[config.mk]
export PLATFORM = sky130hd
export DESIGN_NAME = ob_mtr_inject
export DESIGN_NICKNAME = d
export VERILOG_FILES = /design/src/rtl/ob_pkg.sv /design/src/rtl/ob_mtr_inject_q.sv /design/src/rtl/ob_mtr_inject.sv
export SDC_FILE = /design/constraint.sdc
export NUM_CORES = 1
export LEC_CHECK = 0
export BUFFER_PORTS_ARGS = -buffer_cell sky130_fd_sc_hd__buf_4
export CORE_MARGIN = 1.5
export CORE_UTILIZATION = 57
export CTS_CLUSTER_DIAMETER = 100
export DETAILED_ROUTE_END_ITERATION = 8
export PLACE_DENSITY = 0.87
export SYNTH_ARGS = -nofsm -noshare
export SYNTH_HDL_FRONTEND = slang
export SYNTH_SLANG_ARGS = --single-unit
[constraint.sdc]
create_clock -name clk -period 5.55 [get_ports clk]
set_clock_uncertainty 0.15 [all_clocks]
set_input_delay 0.555 -clock clk [delete_from_list [all_inputs] [get_ports clk]]
set_output_delay 0.555 -clock clk [all_outputs]
set_load 0.02 [all_outputs]
[src/rtl/ob_pkg.sv]
// Shared order-book types: command encoding, UID type and the matured-to-executable
// rewrite applied to conditional (stop) commands when they leave the stop table.
package ob_pkg;

  localparam int UID_W   = 8;
  localparam int PRICE_W = 16;
  localparam int QTY_W   = 16;

  typedef enum logic [2:0] {
    OP_NOP         = 3'd0,
    OP_LIMIT_BUY   = 3'd1,
    OP_LIMIT_SELL  = 3'd2,
    OP_MARKET_BUY  = 3'd3,
    OP_MARKET_SELL = 3'd4,
    OP_STOP_BUY    = 3'd5,
    OP_STOP_SELL   = 3'd6,
    OP_CANCEL      = 3'd7
  } op_e;

  typedef logic [UID_W-1:0] uid_t;

  typedef struct packed {
    op_e                op;
    uid_t               uid;
    logic [PRICE_W-1:0] price;
    logic [QTY_W-1:0]   qty;
  } cmd_t;

  localparam int CMD_W = $bits(cmd_t);

  // A matured stop becomes a market order on the same side; every other field is kept.
  function automatic cmd_t mtr_to_exec(input cmd_t c);
    cmd_t r;
    r = c;
    case (c.op)
      OP_STOP_BUY:  r.op = OP_MARKET_BUY;
      OP_STOP_SELL: r.op = OP_MARKET_SELL;
      default:      r.op = c.op;
    endcase
    return r;
  endfunction

endpackage

[src/rtl/ob_mtr_inject_q.sv]
// Two-entry compacting FIFO. Entry 0 is always the head; holes left by a pop or a
// cancel are squeezed out on the next edge, and a push lands behind the survivors.
// Cancel compares against stored entries only, never against the entry being pushed.
// A cancel that matches the head while it is being popped is ignored: the pop wins.
module ob_mtr_inject_q
  import ob_pkg::*;
(
  input  logic       clk,
  input  logic       rst,
  input  logic       push,
  input  cmd_t       push_cmd,
  input  logic       pop,
  input  logic       cancel,
  input  uid_t       cancel_uid,
  output logic       head_vld,
  output cmd_t       head,
  output logic [1:0] occupancy,
  output logic       cancel_hit
);

  logic [1:0] vld_q;
  cmd_t       data_q [2];

  logic [1:0] nxt_vld;
  cmd_t       nxt_data [2];
  logic       pop_eff;
  logic       hit0;
  logic       hit1;
  logic       keep0;
  logic       keep1;
  logic       fill1;

  assign head_vld  = vld_q[0];
  assign head      = data_q[0];
  assign occupancy = {1'b0, vld_q[0]} + {1'b0, vld_q[1]};

  // Per-entry UID match, removal decisions and compacted next contents.
  always_comb begin
    pop_eff    = pop && vld_q[0];
    hit0       = cancel && vld_q[0] && (data_q[0].uid == cancel_uid) && !pop_eff;
    hit1       = cancel && vld_q[1] && (data_q[1].uid == cancel_uid);
    cancel_hit = hit0 || hit1;
    keep0      = vld_q[0] && !pop_eff && !hit0;
    keep1      = vld_q[1] && !hit1;

    nxt_vld     = 2'b00;
    nxt_data[0] = data_q[0];
    nxt_data[1] = data_q[1];
    fill1       = 1'b0;

    if (keep0) begin
      nxt_vld[0]  = 1'b1;
      nxt_data[0] = data_q[0];
      fill1       = 1'b1;
    end
    if (keep1) begin
      if (!fill1) begin
        nxt_vld[0]  = 1'b1;
        nxt_data[0] = data_q[1];
        fill1       = 1'b1;
      end else begin
        nxt_vld[1]  = 1'b1;
        nxt_data[1] = data_q[1];
      end
    end
    // The caller only pushes when a slot is (or is becoming) free.
    if (push) begin
      if (!nxt_vld[0]) begin
        nxt_vld[0]  = 1'b1;
        nxt_data[0] = push_cmd;
      end else begin
        nxt_vld[1]  = 1'b1;
        nxt_data[1] = push_cmd;
      end
    end
  end

  // Queue storage update; reset empties the queue and zeroes the head.
  always_ff @(posedge clk) begin
    if (rst) begin
      vld_q     <= 2'b00;
      data_q[0] <= '0;
      data_q[1] <= '0;
    end else begin
      vld_q     <= nxt_vld;
      data_q[0] <= nxt_data[0];
      data_q[1] <= nxt_data[1];
    end
  end

endmodule

[src/rtl/ob_mtr_inject.sv]
// Merges matured conditional commands with the ingress command stream into one
// stream for the order-book controller. Matured commands win arbitration unless
// ingress has already waited through STARVE_N consecutive matured wins.
// Optional statistics counters are built when OB_MTR_INJECT_STATS_EN is defined.
//
// Handshake: a source transfers a command in any cycle where its valid and its
// accept are both high. Accepts are combinational, mutually exclusive, never high
// without the matching valid and always low while rst is high. The output side
// transfers when out_vld_r && out_accept; out_r is stable until that happens
// (unless the head is cancelled).
module ob_mtr_inject
  import ob_pkg::*;
#(
  parameter int STARVE_N = 4
) (
  input  logic        clk,
  input  logic        rst,
  input  logic        in_vld,
  input  cmd_t        in_cmd_r,
  output logic        in_accept,
  input  logic        mtr_vld_r,
  input  cmd_t        mtr_r,
  output logic        mtr_accept,
  input  logic        cancel,
  input  uid_t        cancel_uid,
  output logic        cancel_hit_w,
  output logic        out_vld_r,
  output cmd_t        out_r,
  input  logic        out_accept
`ifdef OB_MTR_INJECT_STATS_EN
  ,
  output logic [31:0] stat_mtr_cnt_r,
  output logic [15:0] stat_starve_cnt_r
`endif
);

  localparam int STARVE_W = (STARVE_N < 1) ? 1 : $clog2(STARVE_N + 1);
  localparam logic [STARVE_W-1:0] STARVE_MAX = STARVE_W'(STARVE_N);

  logic [STARVE_W-1:0] starve_q;
  logic [1:0]          occupancy;
  logic                pop;
  logic                space;
  logic                in_forced;
  logic                grant_mtr;
  logic                grant_in;
  logic                push;
  cmd_t                push_cmd;
  logic                q_hit;

  // Arbitration: matured first, ingress when idle matured or when ingress is starved.
  always_comb begin
    pop       = out_vld_r && out_accept;
    space     = (occupancy < 2'd2) || pop;
    in_forced = in_vld && (starve_q == STARVE_MAX);
    grant_mtr = !rst && space && mtr_vld_r && !in_forced;
    grant_in  = !rst && space && in_vld && !grant_mtr;
    push      = grant_mtr || grant_in;
    push_cmd  = grant_mtr ? mtr_to_exec(mtr_r) : in_cmd_r;
  end

  assign mtr_accept   = grant_mtr;
  assign in_accept    = grant_in;
  assign cancel_hit_w = q_hit && !rst;

  // Starve counter: counts matured wins while ingress waits, frozen while there is no space.
  always_ff @(posedge clk) begin
    if (rst) begin
      starve_q <= '0;
    end else if (space) begin
      if (!in_vld || grant_in) begin
        starve_q <= '0;
      end else if (grant_mtr && (starve_q != STARVE_MAX)) begin
        starve_q <= starve_q + 1'b1;
      end
    end
  end

  ob_mtr_inject_q u_q (
    .clk        (clk),
    .rst        (rst),
    .push       (push),
    .push_cmd   (push_cmd),
    .pop        (pop),
    .cancel     (cancel),
    .cancel_uid (cancel_uid),
    .head_vld   (out_vld_r),
    .head       (out_r),
    .occupancy  (occupancy),
    .cancel_hit (q_hit)
  );

`ifdef OB_MTR_INJECT_STATS_EN
  logic forced_grant;
  assign forced_grant = grant_in && mtr_vld_r && in_forced;

  // Wrapping statistics: matured pushes and ingress grants forced by the starve guard.
  always_ff @(posedge clk) begin
    if (rst) begin
      stat_mtr_cnt_r    <= '0;
      stat_starve_cnt_r <= '0;
    end else begin
      if (grant_mtr) begin
        stat_mtr_cnt_r <= stat_mtr_cnt_r + 32'd1;
      end
      if (forced_grant) begin
        stat_starve_cnt_r <= stat_starve_cnt_r + 16'd1;
      end
    end
  end
`endif

endmodule

==> results.md <==
* Final Wtd Congestion at 0.845
* Leak at 2.44 nW
* Finished Layout Cells at 746
* Post-synthesis cell area at 0.00508 mm^2
* Register-to-Register Path Depth at 8
* Total number of vias at 4577
* Row count at 34
* Distinct cells, synth at 36
* Syn_nets at 670
* Routed Antenna Nets at 0
* TritonCTS clock tree: built
* Critical Path Max Stage Delay at 0.65 ns
* Origin of the worst setup path: u_q.data_q[0][75]
* TritonRoute pass-1 iters at 5
* Total global-route track usage at 26.6%
* Initial DRC Count at 258
* Seq/Total Area, Yosys at 35.9%
* IO buf count at 146
* VDD IR max at 0.127 mV
* Cts hold-fix bufs at 0
* FF+latch area at 0.00182 mm^2
* Setup violators final at 0
* Vias in the first global route at 4417
* Die Wd at 97.4 um
* HP Class: reg -> reg
* Commonest non-fill, non-tap cell in the layout: buf_4
* Critical Path AT at 3.63 ns
* Worst setup path endpoint: u_q.data_q[0][44]
* Die extent in y at 97.4 um
* Post-synthesis mux area share at 8.67%
* Cells after synthesis at 568
* DR DRC count at 0
* #FFs+latches synth at 91
* Crit path kind: reg -> reg
* Post-layout min period at 3.53 ns
* Multi-input gate area at 0.00270 mm^2
* Post-synthesis compound-gate area fraction at 32.9%
* Flop2flop setup slack at 2.02 ns
* Layout cell share with drive strength beyond 1 at 33.9%
* Syn Area/Cell at 8.94 um^2
* Final wirelength at 12900 um
* DP Cell Count at 731
* P&R area growth vs syn at 18.5%
* Antenna cells at 0
* Min Hold Slack at 0.331 ns
* Fin. Hold Viols at 0
* Synth warnings at 0
* First-pass GRT wire length at 21100 um
* Core area at 0.00868 mm^2
* HPWL Detailed at 8750 um
* Largest family of logic cells by synthesized area: compound AO/OA/AOI/OAI gates
* Largest net degree at the start of global routing at 97
* Initial Utilization at 58.5%
* Post-Synth Adder-Cell Area at 0.493%
* Quantity of gates resized following cts at 0
* Commonest cells after routing, fill and taps aside: buf_4 (154), dfxtp_1 (91), nor2_1 (52), a21oi_1 (46), o21ai_0 (46)
* Post-layout util at 69.4%
* Die area at 0.00949 mm^2
* Worst-Margin Slew at 1.21 ns
* Routed WL per cell at 17.2 um
* Fin area at 0.00602 mm^2
* Postcts setup bufs at 0
* Clk Latency, worst-skew pair at 0.35 ns
* Final worst-path cycle share at 63.6%
* Clock Sink Count at 91
* Worst path cell trace: nor2b_1 > or4_1 > nor4_4 > buf_4 > o21ai_4 > buf_4 > and2_2 > a211oi_1
* Total congestion overflow at 0
* Pwr dens at 256 mW/mm^2
* Nets@finish at 736
* RR Endpoint: u_q.data_q[0][44]
* Setup TNS at 0 ns
* # fillers at 711
* CP dominant cell by count: buf_4
* Worst slew margin at 19.0%
* Dpl cell area at 0.00583 mm^2
* Antenna violations before repair at 0
* CP Capture Type: flop
* Critical path's slowest cell: and2_2
* Worst-path fanout max at 45
* Max-slew violations at 0
* Worst setup SP type: flop
* H-tree lvl count at 3
* Root buffer cell: clkbuf_8
* CTS Buf Count at 9
* Max Cap Viol at 0
* Clk buf depth at 2
* Outcome: complete, no violations
* CP required at 5.65 ns
* Reg clk slew, reported paths at 0.08 ns
* XOR/XNOR Fraction of Synth Area at 2.24%
* Vias per inst at 6.14
* Achievable Freq at 283 MHz
* Reg-to-Reg Start: u_q.data_q[0][75]
* Post-synthesis simple-gate area fraction at 8.23%
* # IOs at 147
* Unrepaired setup endpoints after global routing: no
[stage by stage]
| step | power (W) | setup slack (ns) |
|---|---|---|
| global placement | 0.00110 | 1.88 |
| floorplan | 0.00100 | 2.48 |
| CTS | 0.00155 | 2.06 |
| global route | 0.00161 | 1.85 |
| detailed placement | 0.00111 | 1.77 |
| finish | 0.00154 | 2.02 |
[worst min-delay path by stage]
stage / start / to / slack, ns / cells past startpoint
global route: u_q.data_q[0][84] / u_q.data_q[0][84] / 0.36 / 2
CTS: u_q.data_q[0][84] / u_q.data_q[0][84] / 0.33 / 2
detailed placement: u_q.data_q[0][84] / u_q.data_q[0][84] / 0.32 / 2
floorplan: u_q.data_q[0][84] / u_q.data_q[0][84] / 0.30 / 2
finish: u_q.data_q[0][84] / u_q.data_q[0][84] / 0.33 / 2
global placement: u_q.data_q[0][84] / u_q.data_q[0][84] / 0.31 / 2
[cell type report]
class	count	area share [%]
Tap cell	108	2.24
Sequential cell	91	30.3
Multi-Input combinational cell	373	44.8
Clock buffer	10	2.12
Inverter	5	0.312
Clock inverter	5	1.04
Timing Repair Buffer	154	19.2
[state kept, by name, summed over array words and instances, names as in the netlist]
signal	flops
u_q.vld_q	2
u_q.data_q	86
starve_q	3
[worst max-delay path, delay by kind of cell, from the launching register on]
kind / cells / cell delay, ns
compound gates: 2 / 0.44
simple gates: 4 / 1.64
flops: 1 / 0.36
buf+inv: 2 / 0.80
[cell usage after synthesis]
cell      instances  area (um^2)
nor2b_1           4         25.0
a211oi_2         40          500
nand3b_1          1         7.51
clkbuf_1         43          161
buf_1             1         3.75
buf_4            43          323
and3b_1           1         8.76
and4b_1           1         10.0
o21ai_0          47          235
o311a_1           1         10.0
buf_6             4         45.0
or4_1             1         7.51
dfxtp_1          91         1820
nor3_1            4         20.0
o21ai_2           1         8.76
nand2_1           8         30.0
nand4_1           2         12.5
buf_2             8         40.0
mux2i_1          44          440
inv_1             4         15.0
nor4_4            1         21.3
nand2b_1          4         25.0
o211ai_1         43          323
nand4b_1          1         8.76
a21oi_1          46          230
a211oi_1         45          338
nor2_1           52          195
o22a_1            1         8.76
ha_1              2         25.0
a21boi_0          1         7.51
nand3_1           5         25.0
nor4b_1           1         8.76
o31ai_1           1         7.51
xnor2_1          13          114
inv_2             1         3.75
and2_1            2         12.5
[kinds of logic after synthesis]
family                   after synthesis
XOR/XNOR                              13
adder cells (fa/ha/maj)                2
multiplexers                          44
AND/OR/NAND/NOR                       88
AO/OA/AOI/OAI                        226
flip-flops                            91
buffers and inverters                104
[where the power goes]
| part | leakage (nW) | switching, W | internal (W) |
|---|---|---|---|
| clock network | 0.0890 | 0.000234 | 0.000208 |
| registers | 0.746 | 0.0000290 | 0.000698 |
| logic | 1.61 | 0.000206 | 0.000166 |
| total | 2.44 | 0.000469 | 0.00107 |
[per-layer routing]
layer | track usage (%) | vias to the layer above | share of wire (%)
met5 | 0 | - | 0
met4 | 9.56 | 0 | 2.0
met1 | 33.7 | 2182 | 41
met2 | 45.8 | 189 | 52
li1 | - | 2185 | -
met3 | 4.17 | 21 | 5.7
Power figures use the tool's default switching activity.
